--- config.mk ---
export PLATFORM = sky130hd
export DESIGN_NAME = mem_port_arbiter
export DESIGN_NICKNAME = d
export VERILOG_FILES = /design/src/rtl/mem_port_arbiter_pkg.sv /design/src/rtl/mem_port_arbiter_starve_counter.sv /design/src/rtl/mem_port_arbiter.sv
export SDC_FILE = /design/constraint.sdc
export NUM_CORES = 1
export LEC_CHECK = 0
export CAP_MARGIN = 20
export CORE_MARGIN = 2
export CORE_UTILIZATION = 45
export CTS_BUF_LIST = sky130_fd_sc_hd__clkbuf_16
export DETAILED_ROUTE_END_ITERATION = 12
export PLACE_DENSITY = 0.93
export SLEW_MARGIN = 30
export SYNTH_ARGS = -nofsm -noshare
export SYNTH_HDL_FRONTEND = slang
export SYNTH_SLANG_ARGS = --single-unit
--- constraint.sdc ---
create_clock -name clk -period 2.7 [get_ports clk]
set_input_delay 0.405 -clock clk [delete_from_list [all_inputs] [get_ports clk]]
set_output_delay 0.405 -clock clk [all_outputs]
set_load 0.1 [all_outputs]
--- src/rtl/mem_port_arbiter_pkg.sv ---
// Shared definitions for the fetch/data memory port arbiter:
// FSM state encoding, owner codes and bus widths.
package mem_port_arbiter_pkg;

   localparam int ADDR_W = 32;
   localparam int DATA_W = 32;

   localparam logic [1:0] ST_IDLE = 2'd0;
   localparam logic [1:0] ST_BUSY = 2'd1;
   localparam logic [1:0] ST_RESP = 2'd2;

   localparam logic [1:0] OWNER_NONE = 2'd0;
   localparam logic [1:0] OWNER_I    = 2'd1;
   localparam logic [1:0] OWNER_D    = 2'd2;

endpackage

--- src/rtl/mem_port_arbiter_starve_counter.sv ---
// Saturating counter of consecutive data grants taken while a fetch waits.
// at_max tells the arbiter that fetch must win the next arbitration.
module arb_starve_counter #(
   parameter int MAX = 4
) (
   input  logic clk,
   input  logic rst,
   input  logic inc,
   input  logic clr,
   output logic at_max
);

   localparam int W = (MAX < 1) ? 1 : $clog2(MAX + 1);
   localparam logic [W-1:0] MAX_V = W'(MAX);

   logic [W-1:0] count;

   // Clear wins over increment; the count holds once it reaches MAX.
   always_ff @(posedge clk) begin
      if (rst || clr) begin
         count <= '0;
      end else if (inc && (count != MAX_V)) begin
         count <= count + 1'b1;
      end
   end

   assign at_max = (count == MAX_V);

endmodule

--- src/rtl/mem_port_arbiter.sv ---
// Arbiter sharing one variable-latency memory between instruction fetch
// and data load/store. Data has priority; a starvation limit forces a
// fetch grant and a timeout aborts accesses to a memory that never answers.
module mem_port_arbiter
   import mem_port_arbiter_pkg::*;
#(
   parameter int STARVE_MAX = 4,
   parameter int TIMEOUT    = 16
) (
   input  logic              clk,
   input  logic              rst,
   input  logic              i_req,
   input  logic [ADDR_W-1:0] i_addr,
   output logic              i_ack,
   output logic [DATA_W-1:0] i_rdata,
   input  logic              d_req,
   input  logic              d_wr,
   input  logic [ADDR_W-1:0] d_addr,
   input  logic [DATA_W-1:0] d_wdata,
   output logic              d_ack,
   output logic [DATA_W-1:0] d_rdata,
   output logic              mem_req,
   output logic              mem_wr,
   output logic [ADDR_W-1:0] mem_addr,
   output logic [DATA_W-1:0] mem_wdata,
   input  logic [DATA_W-1:0] mem_rdata,
   input  logic              mem_ready,
   output logic              bus_err
);

   localparam int TW = (TIMEOUT < 2) ? 1 : $clog2(TIMEOUT);
   localparam logic [TW-1:0] TMO_LAST = TW'(TIMEOUT - 1);

   logic [1:0]        state;
   logic [1:0]        owner;
   logic [ADDR_W-1:0] addr_q;
   logic [DATA_W-1:0] wdata_q;
   logic              wr_q;
   logic [DATA_W-1:0] rdata_q;
   logic              err_q;
   logic [TW-1:0]     tmo_cnt;

   logic starve_at_max;
   logic grant_d;
   logic grant_i;
   logic in_idle;
   logic starve_inc;
   logic starve_clr;

   // Winner selection in IDLE: data first unless fetch has starved long enough.
   always_comb begin
      in_idle    = (state == ST_IDLE);
      grant_i    = in_idle && i_req && (!d_req || starve_at_max);
      grant_d    = in_idle && d_req && !grant_i;
      starve_inc = grant_d && i_req;
      starve_clr = grant_i || (in_idle && !i_req);
   end

   arb_starve_counter #(
      .MAX (STARVE_MAX)
   ) u_starve (
      .clk    (clk),
      .rst    (rst),
      .inc    (starve_inc),
      .clr    (starve_clr),
      .at_max (starve_at_max)
   );

   // Main FSM: latch the winner's request, wait for memory or timeout,
   // then present one response cycle to the latched owner.
   always_ff @(posedge clk) begin
      if (rst) begin
         state   <= ST_IDLE;
         owner   <= OWNER_NONE;
         addr_q  <= '0;
         wdata_q <= '0;
         wr_q    <= 1'b0;
         rdata_q <= '0;
         err_q   <= 1'b0;
         tmo_cnt <= '0;
      end else begin
         case (state)
            ST_IDLE: begin
               if (grant_d || grant_i) begin
                  owner   <= grant_d ? OWNER_D : OWNER_I;
                  addr_q  <= grant_d ? d_addr : i_addr;
                  wdata_q <= grant_d ? d_wdata : '0;
                  wr_q    <= grant_d && d_wr;
                  rdata_q <= '0;
                  err_q   <= 1'b0;
                  tmo_cnt <= '0;
                  state   <= ST_BUSY;
               end
            end
            ST_BUSY: begin
               if (mem_ready) begin
                  rdata_q <= wr_q ? '0 : mem_rdata;
                  err_q   <= 1'b0;
                  state   <= ST_RESP;
               end else if (tmo_cnt == TMO_LAST) begin
                  rdata_q <= '0;
                  err_q   <= 1'b1;
                  state   <= ST_RESP;
               end else begin
                  tmo_cnt <= tmo_cnt + 1'b1;
               end
            end
            ST_RESP: begin
               owner   <= OWNER_NONE;
               err_q   <= 1'b0;
               rdata_q <= '0;
               state   <= ST_IDLE;
            end
            default: begin
               owner <= OWNER_NONE;
               state <= ST_IDLE;
            end
         endcase
      end
   end

   // Outputs decoded from registered state; everything is zero outside
   // the cycles where it is meaningful.
   always_comb begin
      mem_req   = (state == ST_BUSY);
      mem_wr    = mem_req && wr_q;
      mem_addr  = mem_req ? addr_q : '0;
      mem_wdata = mem_req ? wdata_q : '0;
      i_ack     = (state == ST_RESP) && (owner == OWNER_I);
      d_ack     = (state == ST_RESP) && (owner == OWNER_D);
      i_rdata   = i_ack ? rdata_q : '0;
      d_rdata   = d_ack ? rdata_q : '0;
      bus_err   = (state == ST_RESP) && err_q;
   end

endmodule

==> out/metrics.csv, run 1 <==
metric,value,unit
CTS tree,done,
Leak,3.61,nW
grt ovf,0,
hold crit path type,input pin to flip-flop,
Fin. Hold Viols,0,
Worst Skew,0.0115,ns
wire per inst,19.9,um
H-tree depth,3,
max cap viols,0,
largest net degree at the start of global routing,100,
chip height,117,um
CTS Buf Count,9,
Vias,6183,
# DRC,0,
relative slew slack,47.5,%
Synth Cell Area,5750,um2
area delta synth->final,73.0,%
Synth top cells by count,"and2_1 (130), dfxtp_1 (109), a21oi_1 (69)",
Routed Antenna Nets,0,
reg2reg setup slack,0.70,ns
number of synthesized flops with an enable pin,0,
num ports,267,
Root Buffer,clkbuf_16,
FP Rows,41,
# clock sinks,109,
leading area contributor after synthesis,dfxtp_1,
Slew Limit Fails,0,
worst path bufs/invs,2,
cell mode on critical path,buf_12,
CP cell instances,nor2b_4 -> buf_12 -> and2_1 -> buf_12,
reg2reg end,addr_q[6]$_SDFFE_PP0P_,
startpoint class of the critical path,flip-flop,
Mean Syn Cell Area,8.87,um2
GP Congestion,0.801,
status,completed,
Post CTS Setup Buffer Count,0,
Placement Setup Slack,0.0677,ns
Fin Setup TNS,0,ns
unrepaired setup endpoints after global routing,false,
fin crit share,93.2,%
clock-pin slew on the worst setup and hold paths,0.07,ns
Die W,117,um
layout net count,991,
worst setup path category,flip-flop to output port,
crit path capture type,output port,
Max VDD drop,0.000321,V
Pre-antenna DRT Iters,6,
CP Max Fanout,68,
Total GRT Usage,28.8,%
cells after synthesis,648,
Yosys reg bits,109,
# setup viols final,0,
core area,12600,um2
PwrDens,431,nW/um2
most common cell in the netlist,and2_1,
CTS Buffer Depth,2,
cell count along the critical path,4,
CP top delay family,flip-flops,
Setup WS post-layout,0.183,ns
Crit path required time,2.30,ns
Ys Warns,0,
Max Fclk,0.397,GHz
full die area,13700,um2
syn nets,785,
Worst EP arrival,2.11,ns
first-pass GRT wire length,31200,um
actual slew at the worst max-slew pin,0.788,ns
"Clk Latency, worst-skew pair",0.35,ns
"top cells by area, synth","dfxtp_1 (38%), and2_1 (14%), a21oi_1 (6.0%), a32o_1 (5.6%), nor4b_1 (4.6%)",
asr flop ratio synth,0,%
PortBufs,266,
final WL,20500,um
vias in the first global route,5925,
worst hold endpoint,owner[1]$_SDFFE_PP0P_,
Hold Crit Depth,3,
final critical-path required period,2.52,ns
hold_buf cts,0,
share of cells above drive strength 1,22.0,%
HP Start,d_req,
ys flop type,dfxtp_1,
R2R depth,5,
Worst R2R Start,u_starve.count[0]$_SDFFE_PP0P_,
Initial Utilization,45.7,%
diode count,0,
DR iter-0 viols,563,
CP peak stage delay,0.70,ns
sequential-to-total area share from yosys stat,38.0,%
initial antenna violation count,0,
post-DP HPWL,14200,um
Post-CTS Resized,0,
Netlist cell types,43,
DR vias/cell,6.00,
post-synth top area share,38.0,%
slowest CP cell,dfxtp_1,
## registers in the layout (all words and copies together) (netlist names)
name,cells
addr_q,32
err_q,1
owner,2
rdata_q,32
state,2
tmo_cnt,4
u_starve.count,3
wdata_q,32
wr_q,1
## stage by stage
stage | util (%) | power (mW) | cells | hold slack [ns] | area (um2)
3_5_place_dp | 76.9 | 3.06 | 1015 | 0.457 | 9670
3_3_place_gp | 76.9 | 3.03 | 1015 | 0.449 | 9670
2_1_floorplan | - | 2.56 | 648 | 0.442 | 5750
4_1_cts | 79.1 | 4.30 | 1031 | 0.458 | 9940
5_1_grt | 79.1 | 4.45 | 1031 | 0.479 | 9940
6_report | 79.1 | 4.28 | 1031 | 0.469 | 9940
## where the power goes
part / switching, mW / total, mW / internal, mW / leakage [nW]
Clock: 0.615 / 1.24 / 0.630 / 0.129
Combinational: 0.742 / 1.25 / 0.512 / 2.59
Sequential: 0.0671 / 1.78 / 1.72 / 0.894
## metal layers
layer | vias up | global-route usage (%) | wire [um]
met5 | - | 0 | 0
met4 | 0 | 9.33 | 514
met3 | 38 | 7.67 | 2050
met2 | 366 | 51.1 | 10500
met1 | 2952 | 33.9 | 7440
li1 | 2827 | - | -
## cell usage in the layout (no fill, tap or decap), drive strengths merged, types with 6 or more instances in the layout
| master | count |
|---|---|
| a32o | 32 |
| nor4 | 33 |
| nand3 | 33 |
| o21ai | 36 |
| clkbuf | 9 |
| nand4 | 6 |
| a2111oi | 33 |
| nor4b | 34 |
| and2 | 130 |
| clkdlybuf4s50 | 131 |
| a21oi | 69 |
| dfxtp | 109 |
| buf | 149 |
## worst register-to-register path: stages (launching register included)
cell and delay (ns):
dfxtp_1 0.33, inv_1 0.08, ha_1 0.27, nand3_4 0.41
a2111oi_0 0.65, nor4_1 0.12
## worst max-delay path by stage
stage / slack [ns] / to / from
2_1_floorplan: 0.12 / d_rdata[22] / state[0]$_SDFFE_PP0P_
3_3_place_gp: 0.24 / addr_q[14]$_SDFFE_PP0P_ / i_req
3_5_place_dp: 0.07 / addr_q[6]$_SDFFE_PP0P_ / i_req
4_1_cts: 0.19 / i_rdata[16] / state[1]$_SDFFE_PP0P_
5_1_grt: 0.07 / mem_wdata[0] / state[0]$_SDFFE_PP0P_
6_report: 0.18 / mem_wdata[0] / state[0]$_SDFFE_PP0P_
## final cells by class
| type | count | area (um2) |
|---|---|---|
| Inverter | 4 | 15.0 |
| Fill cell | 720 | 2620 |
| Sequential cell | 109 | 2180 |
| Multi-Input combinational cell | 450 | 3140 |
| Clock inverter | 7 | 52.6 |
| Tap cell | 172 | 215 |
| Timing Repair Buffer | 280 | 4110 |
| Clock buffer | 9 | 225 |
## kinds of logic after synthesis
group	after synthesis	synth area share, %
adder cells (fa/ha/maj)	3	0.653
AND/OR/NAND/NOR	256	29.6
flip-flops	109	38.0
multiplexers	4	0.697
buffers and inverters	89	7.82
AO/OA/AOI/OAI	187	23.3
No activity file was read; power rests on OpenSTA's default activity.
==> run 2, diff against run 1 <==
--- a/config.mk
+++ b/config.mk
@@ -10,6 +10,7 @@
 export CORE_UTILIZATION = 45
 export CTS_BUF_LIST = sky130_fd_sc_hd__clkbuf_16
 export DETAILED_ROUTE_END_ITERATION = 12
+export GPL_TIMING_DRIVEN = 1
 export PLACE_DENSITY = 0.93
 export SLEW_MARGIN = 30
 export SYNTH_ARGS = -nofsm -noshare
==> results of run 2 <==
The final DEF is identical to that of run 1; final timing and power are the same.
==> run 3, diff against run 2 <==
--- a/config.mk
+++ b/config.mk
@@ -9,6 +9,7 @@
 export CORE_MARGIN = 2
 export CORE_UTILIZATION = 45
 export CTS_BUF_LIST = sky130_fd_sc_hd__clkbuf_16
+export CTS_CLUSTER_DIAMETER = 120
 export DETAILED_ROUTE_END_ITERATION = 12
 export GPL_TIMING_DRIVEN = 1
 export PLACE_DENSITY = 0.93
==> results of run 3 <==
The final DEF is identical to that of run 1; final timing and power are the same.
==> RTL edit 1 (settings of run 2) <==
The parameter `STARVE_MAX` goes from 4 to 8.
--- a/src/rtl/mem_port_arbiter.sv
+++ b/src/rtl/mem_port_arbiter.sv
@@ -4,7 +4,7 @@
 module mem_port_arbiter
    import mem_port_arbiter_pkg::*;
 #(
-   parameter int STARVE_MAX = 4,
+   parameter int STARVE_MAX = 8,
    parameter int TIMEOUT    = 16
 ) (
    input  logic              clk,
Function: same outputs for any inputs over 4 cycles, from zero or initial values and one cycle with rst high; that may be too few to reach the edited logic, so the function may still have changed.
==> RTL edit 1 against run 2 <==
Routed wire length decreased by 4.0%. Power is 2.6% higher. Non-clock buffer count up 2. Maximum frequency increased by 1.2%. Highest routed layer unchanged. Sequential cell count increased by 1. Design area is 0.67% lower. Largest power group unchanged. Worst setup slack better by 30 ps. Area after synthesis down 3.4%.
==> RTL edit 1: results (changes against run 2) <==
Placed design
  – Final HPWL from detailed placement: 13770 um (-3.0%)
  – GP Congestion: 0.8253 (+3.0%)
  – Placed cell area: 9555 sq um (-1.2%)

Route
  – Initial DRC count: 429 (-24%)
  – Met3 routed WL: 1348 um (-34%)
  – M1 WL: 7580 um (+1.9%)
  – Via density: 5.773 (-3.7%)
  – Overall via count from detail_route: 6252 (+1.1%)
  – DR pass1 iterations: 5 (-1)

STA
  – Min Hold Slack: 465.6 ps (-3.639 ps)
  – Max frequency: 0.4020 GHz (+1.2%)
  – Worst-margin pin slew: 693.7 ps (-93.83 ps)
  – Worst clock skew: 7.709 ps (-3.840 ps)

Cells and area
  – Fillers: 684 (-5.0%)
  – Utilization after layout: 82.24% (+3.1 points)
  – Ratio of cells with drive above 1 in the final layout: 18.80% (-3.2 points)
  – Nets: 1068 (+7.8%)

Synth
  – Ranking of synthesized cells by area: dfxtp_1, and2_1, nand3_1
  – Seq/Total Area, Yosys: 39.68% (+1.7 points)
  – Area fraction of the dominant cell type after synthesis: 39.68% (+1.7 points)
  – Syn nets: 851 (+8.4%)
  – Synth Warn #: 0 (unchanged)
  – Post-synth cell types: 48 (+12%)
  – Top cells by count, synth: and2_1, dfxtp_1, nand3_1
  – Syn avg cell area: 7.772 sq um (-12%)

Power and ir drop
  – Sequential power share: 40.8% (-0.9 points)
  – Power density cells: 445.0 nW/um^2 (+3.3%)
  – Clock network power share: 31.8% (+2.7 points)
  – Pleak: 3.650 nW (+0.99%)
  – Peak VDD IR: 0.4022 mV (+25%)
  – P_sw: 1.362 mW (-4.3%)

Outcome
  – Outcome: finished, final reports clean

Critical path
  – WP data arrival: 2080 ps (-30 ps)
  – Critical path's top delay family: simple AND/OR/NAND/NOR gates
  – Crit path max fanout: 33 (-51%)

Clocking
  – Clk pin slew, worst setup/hold paths: 70 ps (about the same)
  – Num CTS Buffers: 9 (unchanged)

GRT
  – Largest net degree at the start of global routing: 70 (-30%)
  – Met2 usage in global routing: 50.47% (-0.67 points)
  – Vias in the first global route: 6123 (+3.3%)
  – First-pass GRT wire length: 30870 um (-1.0%)
  – Total global routing track utilization: 28.98% (+0.14 points)
  – GRT met3 Usage: 5.851% (-1.8 points)

Min path
  – Worst min path class: flop to flop
-- RTL edit 1: path summary, 6_finish.rpt --
path	from	to	cells past startpoint
max	state[1]$_SDFFE_PP0P_	d_rdata[6]	3
min	wdata_q[3]$_SDFFE_PP0P_	wdata_q[3]$_SDFFE_PP0P_	2
max reg2reg	state[1]$_SDFFE_PP0P_	tmo_cnt[1]$_SDFFE_PP0P_	4
min reg2reg	wdata_q[3]$_SDFFE_PP0P_	wdata_q[3]$_SDFFE_PP0P_	2
-- RTL edit 1: kinds of logic after synthesis --
logic type | count (synthesis) | synth area share (%)
and+or+nand+nor | 297 | 30.26
buffers and inverters | 83 | 6.313
muxes | 1 | 0.1804
AOI/OAI and AO/OA | 220 | 22.89
DFF | 110 | 39.68
adders and majority gates | 3 | 0.6765
-- RTL edit 1: final cells by class --
class | count | area share [%]
clock buffer | 9 | 2.280
clock inverter | 7 | 0.8993
inverter | 7 | 0.2660
multi-input combinational | 521 | 30.67
sequential | 110 | 22.31
tap | 147 | 1.862
timing repair buffer | 282 | 41.72
==> RTL edit 2 (flow settings as in run 2) <==
Without the edit above. Register the output `bus_err`, with the module's reset; this adds one clock of latency there. The other outputs are not delayed to match.
--- a/src/rtl/mem_port_arbiter.sv
+++ b/src/rtl/mem_port_arbiter.sv
@@ -30,6 +30,8 @@
 
    localparam int TW = (TIMEOUT < 2) ? 1 : $clog2(TIMEOUT);
    localparam logic [TW-1:0] TMO_LAST = TW'(TIMEOUT - 1);
+
+   logic bus_err_d;
 
    logic [1:0]        state;
    logic [1:0]        owner;
@@ -130,7 +132,15 @@
       d_ack     = (state == ST_RESP) && (owner == OWNER_D);
       i_rdata   = i_ack ? rdata_q : '0;
       d_rdata   = d_ack ? rdata_q : '0;
-      bus_err   = (state == ST_RESP) && err_q;
+      bus_err_d = (state == ST_RESP) && err_q;
+   end
+
+   always_ff @(posedge clk) begin
+      if (rst) begin
+         bus_err <= '0;
+      end else begin
+         bus_err <= bus_err_d;
+      end
    end
 
 endmodule
Behaviour: same outputs for any inputs over 10 cycles, from zero or initial values and one cycle with rst high; that may be too few to reach the edited logic, so the function may still have changed.
==> RTL edit 2 against run 2 <==
Sequential cell count increased by 1. Design area decreased by 2.4%. Area after synthesis decreased by 7.3%. Routed wire length increased by 2.2%. Die area decreased by 7.0%. Power increased by 8.0%. First-iteration DRC count decreased by 21%. Worst setup slack got worse by 24 ps. Critical path type unchanged. Largest power group unchanged.
==> RTL edit 2: results (changes against run 2) <==
Min path
  – Worst hold path depth: 2 (-1)
  – Worst min path class: flop to flop

GRT
  – GR Util met1: 34.67% (+0.78 points)
  – Met2 usage in global routing: 60.32% (+9.2 points)
  – Total global routing track utilization: 32.11% (+3.3 points)
  – Largest net degree at the start of global routing: 74 (-26%)
  – First-pass GRT wire length: 32600 um (+4.5%)

Critical path
  – CP endpoint: mem_wdata[18]
  – R2R cell count: 4 (-1)
  – WP data arrival: 2140 ps (+30 ps)
  – Critical R2R Launch: state[0]$_SDFFE_PP0P_
  – Max incr delay on CP: 630 ps (-70 ps)
  – R2R setup slack: 500 ps (-200 ps)
  – Terminus of the critical flop-to-flop path: rdata_q[11]$_SDFFE_PP0P_

Route
  – DR pass1 iterations: 5 (-1)
  – Routed WL: 20930 um (+2.2%)
  – M1 WL: 7324 um (-1.5%)
  – Via density: 6.107 (+1.8%)
  – Initial DRC count: 446 (-21%)
  – Met3 routed WL: 1659 um (-19%)
  – Overall via count from detail_route: 6168 (-0.24%)

STA
  – Worst clock skew: 11.40 ps (-0.1486 ps)
  – Crit share post-route: 94.13% (+0.89 points)
  – Worst-margin pin slew: 779.5 ps (-8.111 ps)

Power and ir drop
  – Peak VDD IR: 0.4328 mV (+35%)
  – Pleak: 3.613 nW (about the same)
  – P_sw: 1.462 mW (+2.7%)

Placed design
  – Placed cell count: 994 (-2.1%)
  – Setup slack at placement: 375.8 ps (+308.1 ps)
  – GP Congestion: 0.8362 (+4.4%)

Synth
  – Top cells by count, synth: and2_1, dfxtp_1, a21oi_1
  – Post-synth cell types: 36 (-16%)
  – Ranking of synthesized cells by area: dfxtp_1, and2_1, a21oi_1
  – Syn nets: 776 (-1.1%)
  – Syn avg cell area: 8.341 sq um (-5.9%)

Cells and area
  – Ratio of cells with drive above 1 in the final layout: 21.91% (-0.088 points)

Outcome
  – Outcome: finished, final reports clean
-- RTL edit 2: final cells by class --
| cell class | count | area, sq um |
|---|---|---|
| fillers | 585 | 1765 |
| clock buffers | 9 | 225.2 |
| multi-input cells | 452 | 2833 |
| inverters | 5 | 18.77 |
| flip-flops and latches | 110 | 2202 |
| repair buffers | 284 | 4124 |
| well taps | 143 | 178.9 |
| clock inverters | 7 | 120.1 |
-- RTL edit 2: worst min path at each step --
stage	from	end	slack [ps]
after global placement	wdata_q[28]$_SDFFE_PP0P_	wdata_q[28]$_SDFFE_PP0P_	450
after CTS	wdata_q[26]$_SDFFE_PP0P_	wdata_q[26]$_SDFFE_PP0P_	480
after detailed placement	u_starve.count[1]$_SDFFE_PP0P_	u_starve.count[1]$_SDFFE_PP0P_	470
after global routing	wdata_q[11]$_SDFFE_PP0P_	wdata_q[11]$_SDFFE_PP0P_	490
final	wdata_q[26]$_SDFFE_PP0P_	wdata_q[26]$_SDFFE_PP0P_	480
after floorplan	wdata_q[0]$_SDFFE_PP0P_	wdata_q[0]$_SDFFE_PP0P_	440
-- RTL edit 2: logic make-up after synthesis --
group | Yosys count | share of synthesized area, %
AND/OR/NAND/NOR | 233 | 25.77
AO/OA/AOI/OAI | 216 | 26.13
adder cells (fa/ha/maj) | 3 | 0.7043
flip-flops | 110 | 41.31
buffers and inverters | 77 | 6.080
-- RTL edit 2: metrics by stage --
step           cell area, sq um  total power, mW  setup TNS, ps
2_1_floorplan              5344            2.559         -15.43
3_3_place_gp               9355            3.060              0
3_5_place_dp               9356            3.108              0
4_1_cts                    9702            4.621              0
5_1_grt                    9702            4.768              0
6_report                   9702            4.627              0
-- RTL edit 2: worst max-delay path, delay by kind of cell (launching register included) --
family                 cells  cell delay, ps
and+or+nand+nor            2             550
DFF                        1             630
buffers and inverters      2             600
